<file path="src/rtl/dmem_write_buffer_if.sv">
// CPU data port plus RAM req/ack bus seen by the posted-write buffer.
// The slave view belongs to the buffer; the master view drives CPU requests and RAM responses.
interface dmem_write_buffer_if #(
  parameter int DATA_W = 16,
  parameter int ADDR_W = 16
);
  logic [ADDR_W-1:0] mem_addr;
  logic [DATA_W-1:0] mem_data_write;
  logic              mem_write_enabled;
  logic              mem_read_enabled;
  logic [DATA_W-1:0] mem_data_in;
  logic              mem_stall;
  logic              buf_empty;
  logic              ram_req;
  logic              ram_we;
  logic [ADDR_W-1:0] ram_addr;
  logic [DATA_W-1:0] ram_wdata;
  logic              ram_ack;
  logic [DATA_W-1:0] ram_rdata;

  modport slave (
    input  mem_addr, mem_data_write, mem_write_enabled, mem_read_enabled,
    input  ram_ack, ram_rdata,
    output mem_data_in, mem_stall, buf_empty,
    output ram_req, ram_we, ram_addr, ram_wdata
  );

  modport master (
    output mem_addr, mem_data_write, mem_write_enabled, mem_read_enabled,
    output ram_ack, ram_rdata,
    input  mem_data_in, mem_stall, buf_empty,
    input  ram_req, ram_we, ram_addr, ram_wdata
  );
endinterface

</file>
<file path="src/rtl/dmem_write_buffer.sv">
// Posted-write FIFO with youngest-match load forwarding, in front of a
// variable-latency single-port data RAM using a registered req/ack handshake.
module dmem_write_buffer #(
  parameter int DATA_W = 16,
  parameter int ADDR_W = 16,
  parameter int DEPTH  = 4
) (
  input logic                clk,
  input logic                rst,
  dmem_write_buffer_if.slave bus
);
  localparam int PW = $clog2(DEPTH);
  localparam int CW = PW + 1;
  // IDLE | RAM free ; RD_BUSY | load miss outstanding ; WR_BUSY | head store being written
  localparam logic [1:0] IDLE = 2'd0, RD_BUSY = 2'd1, WR_BUSY = 2'd2;

  logic [1:0]        state_q, state_d;
  logic [PW-1:0]     head_q, head_d, tail_q, tail_d;
  logic [CW-1:0]     count_q, count_d;
  logic              req_q, req_d, we_q, we_d;
  logic [ADDR_W-1:0] addr_q, addr_d;
  logic [DATA_W-1:0] wdata_q, wdata_d;
  logic [ADDR_W-1:0] fifo_addr_q [DEPTH];
  logic [DATA_W-1:0] fifo_data_q [DEPTH];

  logic              rd_only, fwd_hit, load_miss, pop, push, rd_ack;
  logic [DATA_W-1:0] fwd_data;
  logic [PW-1:0]     idx;

  // Walk from oldest to youngest so the last match wins.
  always_comb begin
    fwd_hit  = 1'b0;
    fwd_data = '0;
    idx      = head_q;
    for (int i = 0; i < DEPTH; i++) begin
      idx = head_q + PW'(i);
      if ((CW'(i) < count_q) && (fifo_addr_q[idx] == bus.mem_addr)) begin
        fwd_hit  = 1'b1;
        fwd_data = fifo_data_q[idx];
      end
    end
  end

  assign rd_only   = bus.mem_read_enabled && !bus.mem_write_enabled;
  assign load_miss = rd_only && !fwd_hit;
  assign pop       = (state_q == WR_BUSY) && bus.ram_ack;
  assign rd_ack    = (state_q == RD_BUSY) && bus.ram_ack;
  assign push      = bus.mem_write_enabled && ((count_q != CW'(DEPTH)) || pop);

  always_comb begin
    if (bus.mem_write_enabled) bus.mem_stall = !push;
    else                       bus.mem_stall = load_miss && !rd_ack;
  end

  always_comb begin
    if (rd_only && fwd_hit)     bus.mem_data_in = fwd_data;
    else if (rd_only && rd_ack) bus.mem_data_in = bus.ram_rdata;
    else                        bus.mem_data_in = '0;
  end

  always_comb begin
    state_d = state_q;
    req_d   = req_q;
    we_d    = we_q;
    addr_d  = addr_q;
    wdata_d = wdata_q;
    case (state_q)
      IDLE: begin
        if (load_miss) begin
          req_d   = 1'b1;
          we_d    = 1'b0;
          addr_d  = bus.mem_addr;
          state_d = RD_BUSY;
        end else if (count_q != '0) begin
          req_d   = 1'b1;
          we_d    = 1'b1;
          addr_d  = fifo_addr_q[head_q];
          wdata_d = fifo_data_q[head_q];
          state_d = WR_BUSY;
        end
      end
      RD_BUSY, WR_BUSY: begin
        if (bus.ram_ack) begin
          req_d   = 1'b0;
          state_d = IDLE;
        end
      end
      default: begin
        req_d   = 1'b0;
        state_d = IDLE;
      end
    endcase
  end

  always_comb begin
    head_d  = pop  ? head_q + PW'(1) : head_q;
    tail_d  = push ? tail_q + PW'(1) : tail_q;
    count_d = count_q;
    if (push && !pop)      count_d = count_q + CW'(1);
    else if (pop && !push) count_d = count_q - CW'(1);
  end

  always_ff @(posedge clk) begin
    if (rst) begin
      state_q <= IDLE;
      head_q  <= '0;
      tail_q  <= '0;
      count_q <= '0;
      req_q   <= 1'b0;
      we_q    <= 1'b0;
      addr_q  <= '0;
      wdata_q <= '0;
    end else begin
      state_q <= state_d;
      head_q  <= head_d;
      tail_q  <= tail_d;
      count_q <= count_d;
      req_q   <= req_d;
      we_q    <= we_d;
      addr_q  <= addr_d;
      wdata_q <= wdata_d;
    end
  end

  // Storage needs no reset: count_q alone decides which slots are valid.
  always_ff @(posedge clk) begin
    if (push && !rst) begin
      fifo_addr_q[tail_q] <= bus.mem_addr;
      fifo_data_q[tail_q] <= bus.mem_data_write;
    end
  end

  assign bus.ram_req   = req_q;
  assign bus.ram_we    = we_q;
  assign bus.ram_addr  = addr_q;
  assign bus.ram_wdata = wdata_q;
  assign bus.buf_empty = (count_q == '0) && (state_q != WR_BUSY);
endmodule

</file>
<file path="src/flat_wrapper.sv">
// flat-port wrapper written by rule: the top's interface ports become plain ports
module dmem_write_buffer_flat 
#(
  parameter int DATA_W = 16,
  parameter int ADDR_W = 16,
  parameter int DEPTH  = 4
)
  (clk, rst, bus_mem_addr, bus_mem_data_write, bus_mem_write_enabled, bus_mem_read_enabled, bus_ram_ack, bus_ram_rdata, bus_mem_data_in, bus_mem_stall, bus_buf_empty, bus_ram_req, bus_ram_we, bus_ram_addr, bus_ram_wdata);
  dmem_write_buffer_if #(.DATA_W(DATA_W), .ADDR_W(ADDR_W)) bus_i ();
  input logic clk;
  input logic rst;
  input wire logic [$bits(bus_i.mem_addr)-1:0] bus_mem_addr;
  input wire logic [$bits(bus_i.mem_data_write)-1:0] bus_mem_data_write;
  input wire logic [$bits(bus_i.mem_write_enabled)-1:0] bus_mem_write_enabled;
  input wire logic [$bits(bus_i.mem_read_enabled)-1:0] bus_mem_read_enabled;
  input wire logic [$bits(bus_i.ram_ack)-1:0] bus_ram_ack;
  input wire logic [$bits(bus_i.ram_rdata)-1:0] bus_ram_rdata;
  output wire logic [$bits(bus_i.mem_data_in)-1:0] bus_mem_data_in;
  output wire logic [$bits(bus_i.mem_stall)-1:0] bus_mem_stall;
  output wire logic [$bits(bus_i.buf_empty)-1:0] bus_buf_empty;
  output wire logic [$bits(bus_i.ram_req)-1:0] bus_ram_req;
  output wire logic [$bits(bus_i.ram_we)-1:0] bus_ram_we;
  output wire logic [$bits(bus_i.ram_addr)-1:0] bus_ram_addr;
  output wire logic [$bits(bus_i.ram_wdata)-1:0] bus_ram_wdata;
  assign bus_i.mem_addr = bus_mem_addr;
  assign bus_i.mem_data_write = bus_mem_data_write;
  assign bus_i.mem_write_enabled = bus_mem_write_enabled;
  assign bus_i.mem_read_enabled = bus_mem_read_enabled;
  assign bus_i.ram_ack = bus_ram_ack;
  assign bus_i.ram_rdata = bus_ram_rdata;
  assign bus_mem_data_in = bus_i.mem_data_in;
  assign bus_mem_stall = bus_i.mem_stall;
  assign bus_buf_empty = bus_i.buf_empty;
  assign bus_ram_req = bus_i.ram_req;
  assign bus_ram_we = bus_i.ram_we;
  assign bus_ram_addr = bus_i.ram_addr;
  assign bus_ram_wdata = bus_i.ram_wdata;
  dmem_write_buffer #(.DATA_W(DATA_W), .ADDR_W(ADDR_W), .DEPTH(DEPTH)) u_core (.clk(clk), .rst(rst), .bus(bus_i));
endmodule
</file>
<file path="config.mk">
export PLATFORM = sky130hd
export DESIGN_NAME = dmem_write_buffer_flat
export DESIGN_NICKNAME = d
export VERILOG_FILES = /design/src/rtl/dmem_write_buffer_if.sv /design/src/rtl/dmem_write_buffer.sv /design/src/flat_wrapper.sv
export SDC_FILE = /design/constraint.sdc
export NUM_CORES = 1
export LEC_CHECK = 0
export BUFFER_PORTS_ARGS = -buffer_cell sky130_fd_sc_hd__buf_2
export CORE_MARGIN = 4
export CORE_UTILIZATION = 45
export DETAILED_ROUTE_END_ITERATION = 10
export PLACE_DENSITY = 0.63
export SLEW_MARGIN = 0
export SYNTH_ARGS = -nofsm -noshare
export SYNTH_HDL_FRONTEND = slang
export SYNTH_SLANG_ARGS = --single-unit
export TNS_END_PERCENT = 1
</file>
<file path="constraint.sdc">
create_clock -name clk -period 5.25 [get_ports clk]
set_input_delay 0.2625 -clock clk [delete_from_list [all_inputs] [get_ports clk]]
set_output_delay 0.2625 -clock clk [all_outputs]
set_load 0.01 [all_outputs]
</file>
Word level (Yosys, flattened, before mapping) --
Memory sizes are Yosys's and may differ from the RTL's. A register that Yosys moved wholly into a read port is not among the register bits. Cells that the tools add are included.
Word-level totals: RAM bits 128, flip-flop bits (word level) 43, memories kept 2, output and inout bits 52, word-level logic and storage cells 93, bits of input ports 53
Cells by class: bitwise operators 1, add/sub/neg operators 6, reductions and logical operators 32, mux-type cells 30, eq/ne operators 10, order comparisons 4
Memory list:
- u_core.fifo_addr_q | words 4, width 16, rd ports 4, clocked after Yosys merged registers in 1, wr ports 1, line dmem_write_buffer.sv:23 | logic [ADDR_W-1:0] fifo_addr_q [DEPTH];
- u_core.fifo_data_q | words 4, width 16, rd ports 4, clocked after Yosys merged registers in 1, wr ports 1, line dmem_write_buffer.sv:24 | logic [DATA_W-1:0] fifo_data_q [DEPTH];
Operators by type and width (count):
- 2-to-1 mux 16 bit | 8
- == test 16 bit | 4
- logical AND 1 bit | 16
- 2-to-1 mux 2 bit | 7
- 2-to-1 mux 1 bit | 11
- logical NOT 1 bit | 6
- < comparator 1 x 3 -> 1 bit (first input constant) | 2
- < comparator 2 x 3 -> 1 bit (first input constant) | 2
- 2-to-1 mux 3 bit | 2
- adder 2 x 1 -> 2 bit (second input constant) | 2
- adder 2 bit (second input constant) | 2
- != test 2 bit (second input constant) | 2
- one-hot mux 2 bit (2 select lines) | 1
- AND reduction 2 bit | 2
- nonzero test 2 bit | 2
- adder 3 x 1 -> 3 bit (second input constant) | 1
- logical NOT 3 bit | 1
- != test 3 x 1 -> 1 bit (second input constant) | 1
- != test 3 bit (second input constant) | 1
- AND reduction 3 bit | 1
- nonzero test 3 bit | 1
- subtractor 3 x 1 -> 3 bit (second input constant) | 1
- == test 2 x 1 -> 1 bit (second input constant) | 1
- == test 2 bit (second input constant) | 1
- other kinds (5) | 5

Longest topological paths before layout --
Gate-level depths: netlist of the first run. An unclocked memory read counts as a cell.
word-level depth 11, gate-level depth with buffers 15, depth with buffers taken out 11

Worst setup path after synthesis of the first run --
No wires, ideal clock.
path type reg2out, from register with a tool-made name, to output bus_mem_data_in[10], path slack 1.812 ns, stages on the path, launching flop included 14, arrival time 3.175 ns, buffers on the path 5, required time 4.988 ns, path through dfxtp_1 buf_6 mux4_2 xnor2_1 o311ai_1 or4_1 or4_1 buf_2 and4_1 buf_6 buf_6 buf_6 a21oi_1 o21ai_1
RTL lines:
- end: declaration | line flat_wrapper.sv:18 | output wire logic [$bits(bus_i.mem_data_in)-1:0] bus_mem_data_in;

Worst setup path after layout of the first run --
from register u_core.head_q[0], to output bus_mem_data_in[11]
On the way: cells in the longest elaborated chain, start to end 9, elaborated cells between the ends (all ways) 19, classes of those cells add/sub: 3; eq/ne: 3; mux: 7; reduce/logical: 4; memory: 2
RTL lines:
- start: declaration | line dmem_write_buffer.sv:18 | logic [PW-1:0] head_q, head_d, tail_q, tail_d;
- start signal: assignment | line dmem_write_buffer.sv:106 | head_q <= '0;
- start signal: assignment | line dmem_write_buffer.sv:115 | head_q <= head_d;
- adder 2 x 1 -> 2 bit | line dmem_write_buffer.sv:36 | idx = head_q + PW'(i);
- memory (4 x 16 bit)
- == test 16 bit | line dmem_write_buffer.sv:37 | if ((CW'(i) < count_q) && (fifo_addr_q[idx] == bus.mem_addr)) begin
- logical AND 1 bit | line dmem_write_buffer.sv:37
- 2-to-1 mux 1 bit (3 in a row) | line dmem_write_buffer.sv:37
- logical AND 1 bit | line dmem_write_buffer.sv:56 | if (rd_only && fwd_hit) bus.mem_data_in = fwd_data;
- 2-to-1 mux 16 bit (*) | line dmem_write_buffer.sv:56
Every way passes the cells marked *; elsewhere a longest branch is shown, timed or not.

==> results of run 1 <==
[synthesized netlist by cell type (17+ instances only)]
master	instances	share of area (%)
sky130_fd_sc_hd__a21oi_1	43	2.0
sky130_fd_sc_hd__buf_2	17	0.78
sky130_fd_sc_hd__clkbuf_1	46	1.6
sky130_fd_sc_hd__dfxtp_1	45	8.2
sky130_fd_sc_hd__edfxtp_1	128	35
sky130_fd_sc_hd__inv_1	26	0.89
sky130_fd_sc_hd__mux2i_1	37	3.4
sky130_fd_sc_hd__mux4_2	110	23
sky130_fd_sc_hd__nand2_1	19	0.65
sky130_fd_sc_hd__nand3_1	22	1.0
sky130_fd_sc_hd__nor2b_1	34	1.9
sky130_fd_sc_hd__o21ai_0	26	1.2
sky130_fd_sc_hd__xnor2_1	44	3.5
sky130_fd_sc_hd__xor2_1	24	1.9
[layout by cell type (no fill, tap or decap), types with 4 or more instances in the layout]
cell,n
sky130_fd_sc_hd__and3_1,16
sky130_fd_sc_hd__o21ai_1,9
sky130_fd_sc_hd__dfxtp_1,41
sky130_fd_sc_hd__edfxtp_1,128
sky130_fd_sc_hd__buf_2,104
sky130_fd_sc_hd__a21oi_1,43
sky130_fd_sc_hd__and2_2,4
sky130_fd_sc_hd__nor2b_1,34
sky130_fd_sc_hd__inv_1,26
sky130_fd_sc_hd__and3b_1,16
sky130_fd_sc_hd__nor4_1,4
sky130_fd_sc_hd__nor3_1,16
sky130_fd_sc_hd__clkbuf_16,17
sky130_fd_sc_hd__a2111oi_0,5
sky130_fd_sc_hd__o31ai_1,16
sky130_fd_sc_hd__buf_4,18
sky130_fd_sc_hd__xor2_1,24
sky130_fd_sc_hd__nand2b_1,4
sky130_fd_sc_hd__o2111ai_1,4
sky130_fd_sc_hd__nor3b_1,13
sky130_fd_sc_hd__nand2_1,19
sky130_fd_sc_hd__or2_2,16
sky130_fd_sc_hd__nand3_1,22
sky130_fd_sc_hd__mux2i_1,37
sky130_fd_sc_hd__o21ai_0,26
sky130_fd_sc_hd__mux2_2,4
sky130_fd_sc_hd__nand4_1,10
sky130_fd_sc_hd__mux4_2,110
sky130_fd_sc_hd__a2111oi_2,7
sky130_fd_sc_hd__xnor2_1,44
sky130_fd_sc_hd__a22oi_1,4
sky130_fd_sc_hd__ha_1,12
sky130_fd_sc_hd__nor2_1,15
[cell families after synthesis]
logic type               share of synthesized area [%]
AND/OR/NAND/NOR                                   10.7
flip-flops                                        43.3
multiplexers                                      26.6
AO/OA/AOI/OAI                                     8.14
buffers and inverters                             4.47
XOR/XNOR                                          5.43
adder cells (fa/ha/maj)                           1.37
[routing by layer]
layer	share of wire [%]	GRT usage (%)	up-vias	wire, µm
met1	43	31.4	3905	12400
met3	7.1	3.74	38	2030
met5	0	0	-	0
li1	-	-	3410	-
met4	2.4	7.09	0	682
met2	47	34.3	303	13500
[worst max-delay path, delay by kind of cell (launching register included)]
kind | cells | cell delay [ns]
compound gates | 4 | 0.36
xor+xnor | 1 | 0.17
buf+inv | 4 | 1.26
flops | 1 | 0.74
mux | 1 | 0.54
simple gates | 2 | 0.96
[worst min path at each step]
stage                        startpoint  slack [ns]  depth (start not counted)                       end
2_1_floorplan           bus_mem_addr[0]        0.36                          0  u_core.fifo_addr_q[0][0]
3_3_place_gp    u_core.bus.ram_addr[13]        0.45                          2   u_core.bus.ram_addr[13]
3_5_place_dp   u_core.bus.ram_wdata[14]        0.46                          2  u_core.bus.ram_wdata[14]
4_1_cts           bus_mem_data_write[9]        0.03                          1  u_core.fifo_data_q[2][9]
5_1_grt           bus_mem_data_write[1]        0.03                          1  u_core.fifo_data_q[3][1]
6_report          bus_mem_data_write[9]        0.04                          1  u_core.fifo_data_q[2][9]
[power by group]
part	switching [µW]	internal, µW
Clock	561	757
Sequential	180	1660
Combinational	928	694
[metrics by stage]
stage / hold slack [ns] / cell area, µm² / worst slack [ns] / total power [µW]
floorplan: 0.361 / 11000 / 1.81 / 3000
global placement: 0.453 / 11600 / 0.953 / 3470
detailed placement: 0.465 / 11600 / 0.914 / 3480
CTS: 0.0293 / 12300 / 0.473 / 4800
global route: 0.0300 / 12300 / 0.233 / 5020
finish: 0.0449 / 12300 / 0.485 / 4780
[registers in the layout, indices dropped and copies added (netlist names), named ones only]
name,flops
u_core.bus.ram_wdata,16
u_core.state_q,2
u_core.tail_q,2
u_core.count_q,3
u_core.bus.ram_we,1
u_core.fifo_addr_q,64
u_core.bus.ram_addr,16
u_core.bus.ram_req,1
u_core.head_q,2
u_core.fifo_data_q,64
[final cells by class]
cell class	count	area, µm²	share of cell area [%]
well taps	319	399	3.26
inverters	27	101	0.827
clock inverters	15	186	1.52
diodes	2	5.00	0.0408
multi-input cells	559	5730	46.8
flip-flops and latches	173	4750	38.8
clock buffers	17	425	3.47
repair buffers	122	656	5.35
==> reports/qor.json, run 1 <==
{
  "synthesis": {
    "average_cell_area_after_synthesis_um2": 13.0,
    "synth.yosys.warnings": 0,
    "synthesis.nets": 906,
    "sequential_cell_area_fraction_in_the_yosys_report_pct": 43.3,
    "async_flop_share_pct": 0,
    "synthDistinctLibCells": 54,
    "synth_cells": 841,
    "synth-edff-count": 128,
    "dominantRegCellSynth": "sky130_fd_sc_hd__edfxtp_1",
    "post_syn_area_um2": 11000,
    "synth_seq_cells": 173
  },
  "finish": {
    "final_util_pct": 51.8,
    "final.fill_count": 2049,
    "syn2layout_area_growth_pct": 11.8,
    "nets": 965,
    "fraction_of_layout_cells_with_a_size_suffix_above_1_pct": 33.5,
    "fin_cells": 1234
  },
  "worst_setup_path": {
    "setup.reg_to_reg.worst_slack_ns": 0.88,
    "worstReg2RegEnd": "u_core.bus.ram_addr[15]",
    "slowest_stage": "sky130_fd_sc_hd__and4_2",
    "longest_individual_stage_delay_on_the_worst_path_ns": 0.85,
    "critical_path.endpoint": "bus_mem_data_in[11]",
    "cp-startpoint": "u_core.head_q[0]",
    "crit_type": "register to output port",
    "cp_cell_sequence": "buf_4 > mux4_2 > xnor2_1 > o221ai_1 > a21oi_1 > nand3_1 > buf_4 > and4_2 > buf_4 > a21oi_1 > o21ai_1 > buf_2",
    "critPathMostFrequentCell": "sky130_fd_sc_hd__buf_4",
    "worstSetupStartpointType": "register",
    "crit-reg2reg-launch": "u_core.head_q[0]",
    "path_max_fanout": 36,
    "critical_path.endpoint_type": "output port",
    "arrival_ns": 4.50,
    "r2r.worst_path.cells": 9,
    "worst_ep_required_time_ns": 4.99
  },
  "cts": {
    "path_clk_slew_ns": 0.07,
    "cts.sinks": 173,
    "cts_inserted_buffers": 17,
    "postCtsResizedCells": 0,
    "cts_tree": "done",
    "number_of_setup_buffers_added_after_cts": 0,
    "clock_tree.root_cell": "sky130_fd_sc_hd__clkbuf_16",
    "clock_insertion_delay_worst_skew_ns": 0.43,
    "quantity_of_hold_fixing_buffers_added_after_cts": 0,
    "htree_levels": 4,
    "clk_path_buf_depth": 2
  },
  "power_and_ir_drop": {
    "power.ir.vdd_worst_uv": 236,
    "power.static_leakage_uw": 0.00408,
    "cell_pwr_density_nw_per_um2": 390
  },
  "placed_design": {
    "routabilityCongestion": 0.796,
    "post-place-cells": 1200,
    "number_of_port_buffers": 104,
    "dp.final_hpwl_mm": 19.0
  },
  "die": {
    "core.rowCount": 56,
    "initial_core_util_pct": 46.3,
    "num_io_pins": 105,
    "die_height_um": 164,
    "die_w_um": 164,
    "floorplan.core_area_um2": 23700,
    "die-area_um2": 26900
  },
  "routing": {
    "totalWireLength_mm": 28.7,
    "route.vias.total": 7656,
    "drt_drc_violations_left": 0,
    "initialDrtViolationCount": 669,
    "antenna_left": 0,
    "post_drt_via_cell_ratio": 6.20,
    "1st_pass_router_iterations": 5,
    "route.detailed.wl_per_inst_um": 23.2
  },
  "sta": {
    "rsz0062_at_grt": "false",
    "tightest_slew_ns": 1.32,
    "number_of_failing_hold_endpoints_at_the_final_stage": 0,
    "max_slew_margin_pct": 11.6,
    "fin_clk_skew_ns": 0.0103,
    "setup_viol_count_final": 0,
    "slew_violations": 0,
    "setup-tns-final_ns": 0,
    "final_clock_period_utilization_by_the_worst_path_pct": 90.8,
    "post-route-min-period_ns": 4.77,
    "timing.fmax_mhz": 210
  },
  "grt": {
    "global_route.usage.total_pct": 21.9,
    "largest_net_degree_at_the_start_of_global_routing": 46,
    "first_global_vias": 7509,
    "congestion_overflow_gr": 0,
    "wire_length_of_the_first_global_routing_pass_mm": 44.7,
    "initial_antenna_violation_count": 2
  },
  "outcome": {
    "status": "finished, final reports clean"
  },
  "run": {
    "maxCapViolations": 0
  },
  "worst_hold_path": {
    "worstHoldPathType": "primary input to register"
  }
}
No activity file was read; power rests on OpenSTA's default activity.
==> run 2: changes to the inputs <==
Settings changed: ABC_CLOCK_PERIOD_IN_PS set to 5250, PLACE_DENSITY 0.63 to not set.
==> run 2 against run 1 <==
Against the previous run: first-iteration DRC count is 0.75% lower; flip-flop and latch count stayed put; combinational power is 3% lower; critical endpoint is now bus_mem_data_in[15].
==> reports/qor.json, run 2 (synthesis gave the netlist of run 1 again) <==
{
  "finish": {
    "nets": {"value": 967, "change": "was 965"},
    "fraction_of_layout_cells_with_a_size_suffix_above_1": {"value": 33.6, "unit": "%", "change": "was 33.5%"},
    "final.fill_count": {"value": 2120, "change": "was 2,049"},
    "reg.largest.list": {"value": "u_core.fifo_addr_q x64, u_core.fifo_data_q x64", "change": "unchanged"},
    "layout.cells.most_common": {"value": "sky130_fd_sc_hd__edfxtp_1", "change": "unchanged"},
    "syn2layout_area_growth": {"value": 11.3, "unit": "%", "change": "was 11.8%"},
    "fin_cells": {"value": 1234, "change": "unchanged"},
    "num_antenna_cells": {"value": 0, "change": "was 2"},
    "layout.cells.most_common_list": {"value": "128 x sky130_fd_sc_hd__edfxtp_1, 110 x sky130_fd_sc_hd__mux4_2, 104 x sky130_fd_sc_hd__buf_2", "change": "unchanged"}
  },
  "worst_setup_path": {
    "worst_ep_required_time": {"value": 4.99, "unit": "ns", "change": "about the same"},
    "critical_path.endpoint_type": {"value": "output port", "change": "unchanged"},
    "crit_type": {"value": "register to output port", "change": "unchanged"},
    "arrival": {"value": 4.49, "unit": "ns", "change": "was 4.50 ns"},
    "path_max_fanout": {"value": 22, "change": "was 36"},
    "setup.reg_to_reg.worst_slack": {"value": 0.69, "unit": "ns", "change": "was 0.88 ns"},
    "worstSetupStartpointType": {"value": "register", "change": "unchanged"}
  },
  "placed_design": {
    "routabilityCongestion": {"value": 0.837, "change": "was 0.796"},
    "number_of_port_buffers": {"value": 104, "change": "unchanged"},
    "post-place-cells": {"value": 1202, "change": "was 1,200"},
    "dp.final_hpwl": {"value": 18.9, "unit": "mm", "change": "was 19.0 mm"}
  },
  "power_and_ir_drop": {
    "internal_power": {"value": 2970, "unit": "µW", "change": "was 3110 µW"},
    "cell_pwr_density": {"value": 378, "unit": "nW/µm²", "change": "was 390 nW/µm²"},
    "combinational_share_of_power": {"value": 33.9, "unit": "%", "change": "about the same"},
    "power.share.switching": {"value": 35.6, "unit": "%", "change": "was 34.9%"},
    "power.ir.vdd_worst": {"value": 208, "unit": "µV", "change": "was 236 µV"},
    "report.power.total": {"value": 4620, "unit": "µW", "change": "was 4780 µW"},
    "power.static_leakage": {"value": 0.00405, "unit": "µW", "change": "was 0.00408 µW"},
    "share_clk_of_total_power": {"value": 25.8, "unit": "%", "change": "was 27.6%"},
    "switching_power": {"value": 1640, "unit": "µW", "change": "was 1670 µW"},
    "seqPwrFrac": {"value": 40.2, "unit": "%", "change": "was 38.5%"}
  },
  "routing": {
    "post_drt_via_cell_ratio": {"value": 6.22, "change": "was 6.20"},
    "1st_pass_router_iterations": {"value": 5, "change": "unchanged"},
    "route.detailed.wl_per_inst": {"value": 23.3, "unit": "µm", "change": "was 23.2 µm"},
    "route.vias.total": {"value": 7671, "change": "was 7,656"},
    "initialDrtViolationCount": {"value": 664, "change": "was 669"},
    "totalWireLength": {"value": 28.7, "unit": "mm", "change": "about the same"},
    "drt_drc_violations_left": {"value": 0, "change": "unchanged"},
    "antenna_left": {"value": 0, "change": "unchanged"}
  },
  "cts": {
    "clock_tree.root_cell": {"value": "sky130_fd_sc_hd__clkbuf_16", "change": "unchanged"},
    "path_clk_slew": {"value": 0.07, "unit": "ns", "change": "about the same"},
    "quantity_of_hold_fixing_buffers_added_after_cts": {"value": 0, "change": "unchanged"},
    "number_of_setup_buffers_added_after_cts": {"value": 0, "change": "unchanged"},
    "clk_path_buf_depth": {"value": 2, "change": "unchanged"},
    "cts.sinks": {"value": 173, "change": "unchanged"},
    "clock_insertion_delay_worst_skew": {"value": 0.43, "unit": "ns", "change": "about the same"},
    "postCtsResizedCells": {"value": 0, "change": "unchanged"},
    "htree_levels": {"value": 4, "change": "unchanged"},
    "cts_inserted_buffers": {"value": 17, "change": "unchanged"},
    "cts_tree": {"value": "done", "change": "unchanged"}
  },
  "sta": {
    "fin_clk_skew": {"value": 0.0127, "unit": "ns", "change": "was 0.0103 ns"},
    "tightest_slew": {"value": 1.16, "unit": "ns", "change": "was 1.32 ns"},
    "setup-tns-final": {"value": 0, "unit": "ns", "change": "unchanged"},
    "timing.fmax": {"value": 211, "unit": "MHz", "change": "was 210 MHz"},
    "max_slew_margin": {"value": 22.4, "unit": "%", "change": "was 11.6%"},
    "post-route-min-period": {"value": 4.75, "unit": "ns", "change": "was 4.77 ns"},
    "number_of_failing_hold_endpoints_at_the_final_stage": {"value": 0, "change": "unchanged"},
    "final_clock_period_utilization_by_the_worst_path": {"value": 90.5, "unit": "%", "change": "was 90.8%"},
    "slew_violations": {"value": 0, "change": "unchanged"},
    "setup_viol_count_final": {"value": 0, "change": "unchanged"},
    "rsz0062_at_grt": {"value": "false", "change": "unchanged"}
  },
  "die": {
    "core.rowCount": {"value": 56, "change": "unchanged"},
    "die-area": {"value": 26900, "unit": "µm²", "change": "unchanged"},
    "die_height": {"value": 164, "unit": "µm", "change": "unchanged"},
    "initial_core_util": {"value": 46.3, "unit": "%", "change": "unchanged"},
    "num_io_pins": {"value": 105, "change": "unchanged"},
    "die_w": {"value": 164, "unit": "µm", "change": "unchanged"},
    "floorplan.core_area": {"value": 23700, "unit": "µm²", "change": "unchanged"}
  },
  "grt": {
    "initial_antenna_violation_count": {"value": 0, "change": "was 2"},
    "first_global_vias": {"value": 7448, "change": "was 7,509"},
    "largest_net_degree_at_the_start_of_global_routing": {"value": 47, "change": "was 46"},
    "wire_length_of_the_first_global_routing_pass": {"value": 44.4, "unit": "mm", "change": "was 44.7 mm"},
    "congestion_overflow_gr": {"value": 0, "change": "unchanged"},
    "global_route.usage.total": {"value": 21.8, "unit": "%", "change": "was 21.9%"}
  },
  "worst_hold_path": {
    "worstHoldPathType": {"value": "primary input to register", "change": "unchanged"}
  },
  "run": {
    "maxCapViolations": {"value": 0, "change": "unchanged"}
  },
  "outcome": {
    "status": {"value": "finished, final reports clean", "change": "unchanged"}
  }
}
==> run 2: changes by cell type in the layout (fill, tap and decap cells not counted) <==
cell	previous run	this run
sky130_fd_sc_hd__buf_4	18	20
sky130_fd_sc_hd__diode_2	2	0
sky130_fd_sc_hd__bufinv_16	3	0
sky130_fd_sc_hd__inv_4	0	1
sky130_fd_sc_hd__inv_6	3	5
sky130_fd_sc_hd__clkinv_4	3	2
sky130_fd_sc_hd__clkbuf_1	0	1
==> run 2: worst paths after layout <==
check | endpoint | from | cells after the start
worst max-delay path | bus_mem_data_in[15] | register | 10
worst max register to register | u_core.bus.ram_addr[8] | register | 8
worst min-delay path | u_core.fifo_data_q[2][2] | bus_mem_data_write[2] | 1
worst min register to register | u_core.bus.ram_wdata[9] | u_core.bus.ram_wdata[9] | 2
==> run 2: through the flow <==
| stage | worst slack [ns] | hold slack [ns] | util, % | instance area, µm² |
|---|---|---|---|---|
| after floorplan | 1.81 | 0.361 | - | 11000 |
| after global placement | 0.824 | 0.461 | 49.2 | 11700 |
| after detailed placement | 0.772 | 0.465 | 49.2 | 11700 |
| after CTS | 0.526 | 0.0236 | 51.5 | 12200 |
| after global routing | 0.268 | 0.0293 | 51.5 | 12200 |
| final | 0.501 | 0.0390 | 51.5 | 12200 |
==> run 2: layout make-up <==
cell class                 instances  area, µm²  area share, %
sequential                       173       4750           39.0
clock inverter                    14        111          0.913
tap                              319        399           3.27
inverter                          27        101          0.831
timing repair buffer             124        671           5.50
multi-input combinational        559       5730           47.0
clock buffer                      18        429           3.52
==> run 2: critical path: stages (launching register included) <==
cell and delay, ns:
sky130_fd_sc_hd__dfxtp_2 0.78, sky130_fd_sc_hd__mux4_2 0.62, sky130_fd_sc_hd__xnor2_1 0.32, sky130_fd_sc_hd__nand4_1 0.15, sky130_fd_sc_hd__or4_1 0.40, sky130_fd_sc_hd__or4_1 0.71
sky130_fd_sc_hd__buf_4 0.29, sky130_fd_sc_hd__and3b_1 0.22, sky130_fd_sc_hd__o31ai_1 0.06, sky130_fd_sc_hd__o21ai_0 0.28, sky130_fd_sc_hd__buf_2 0.20
==> run 2: metal layers <==
layer / vias to the layer above / wire (µm) / global-route usage [%]
met5: - / 0 / 0
met1: 3939 / 12400 / 31.7
met4: 0 / 323 / 4.88
met3: 21 / 2080 / 3.69
li1: 3409 / - / -
met2: 302 / 14000 / 34.7
==> run 2: power groups by stage <==
stage          Sequential, µW  Combinational (µW)  Clock [µW]
6_report                 1860                1570        1190
5_1_grt                  1880                1710        1270
4_1_cts                  1860                1580        1210
3_5_place_dp             1880                1570           0
3_3_place_gp             1880                1560           0
2_1_floorplan            1830                1170           0
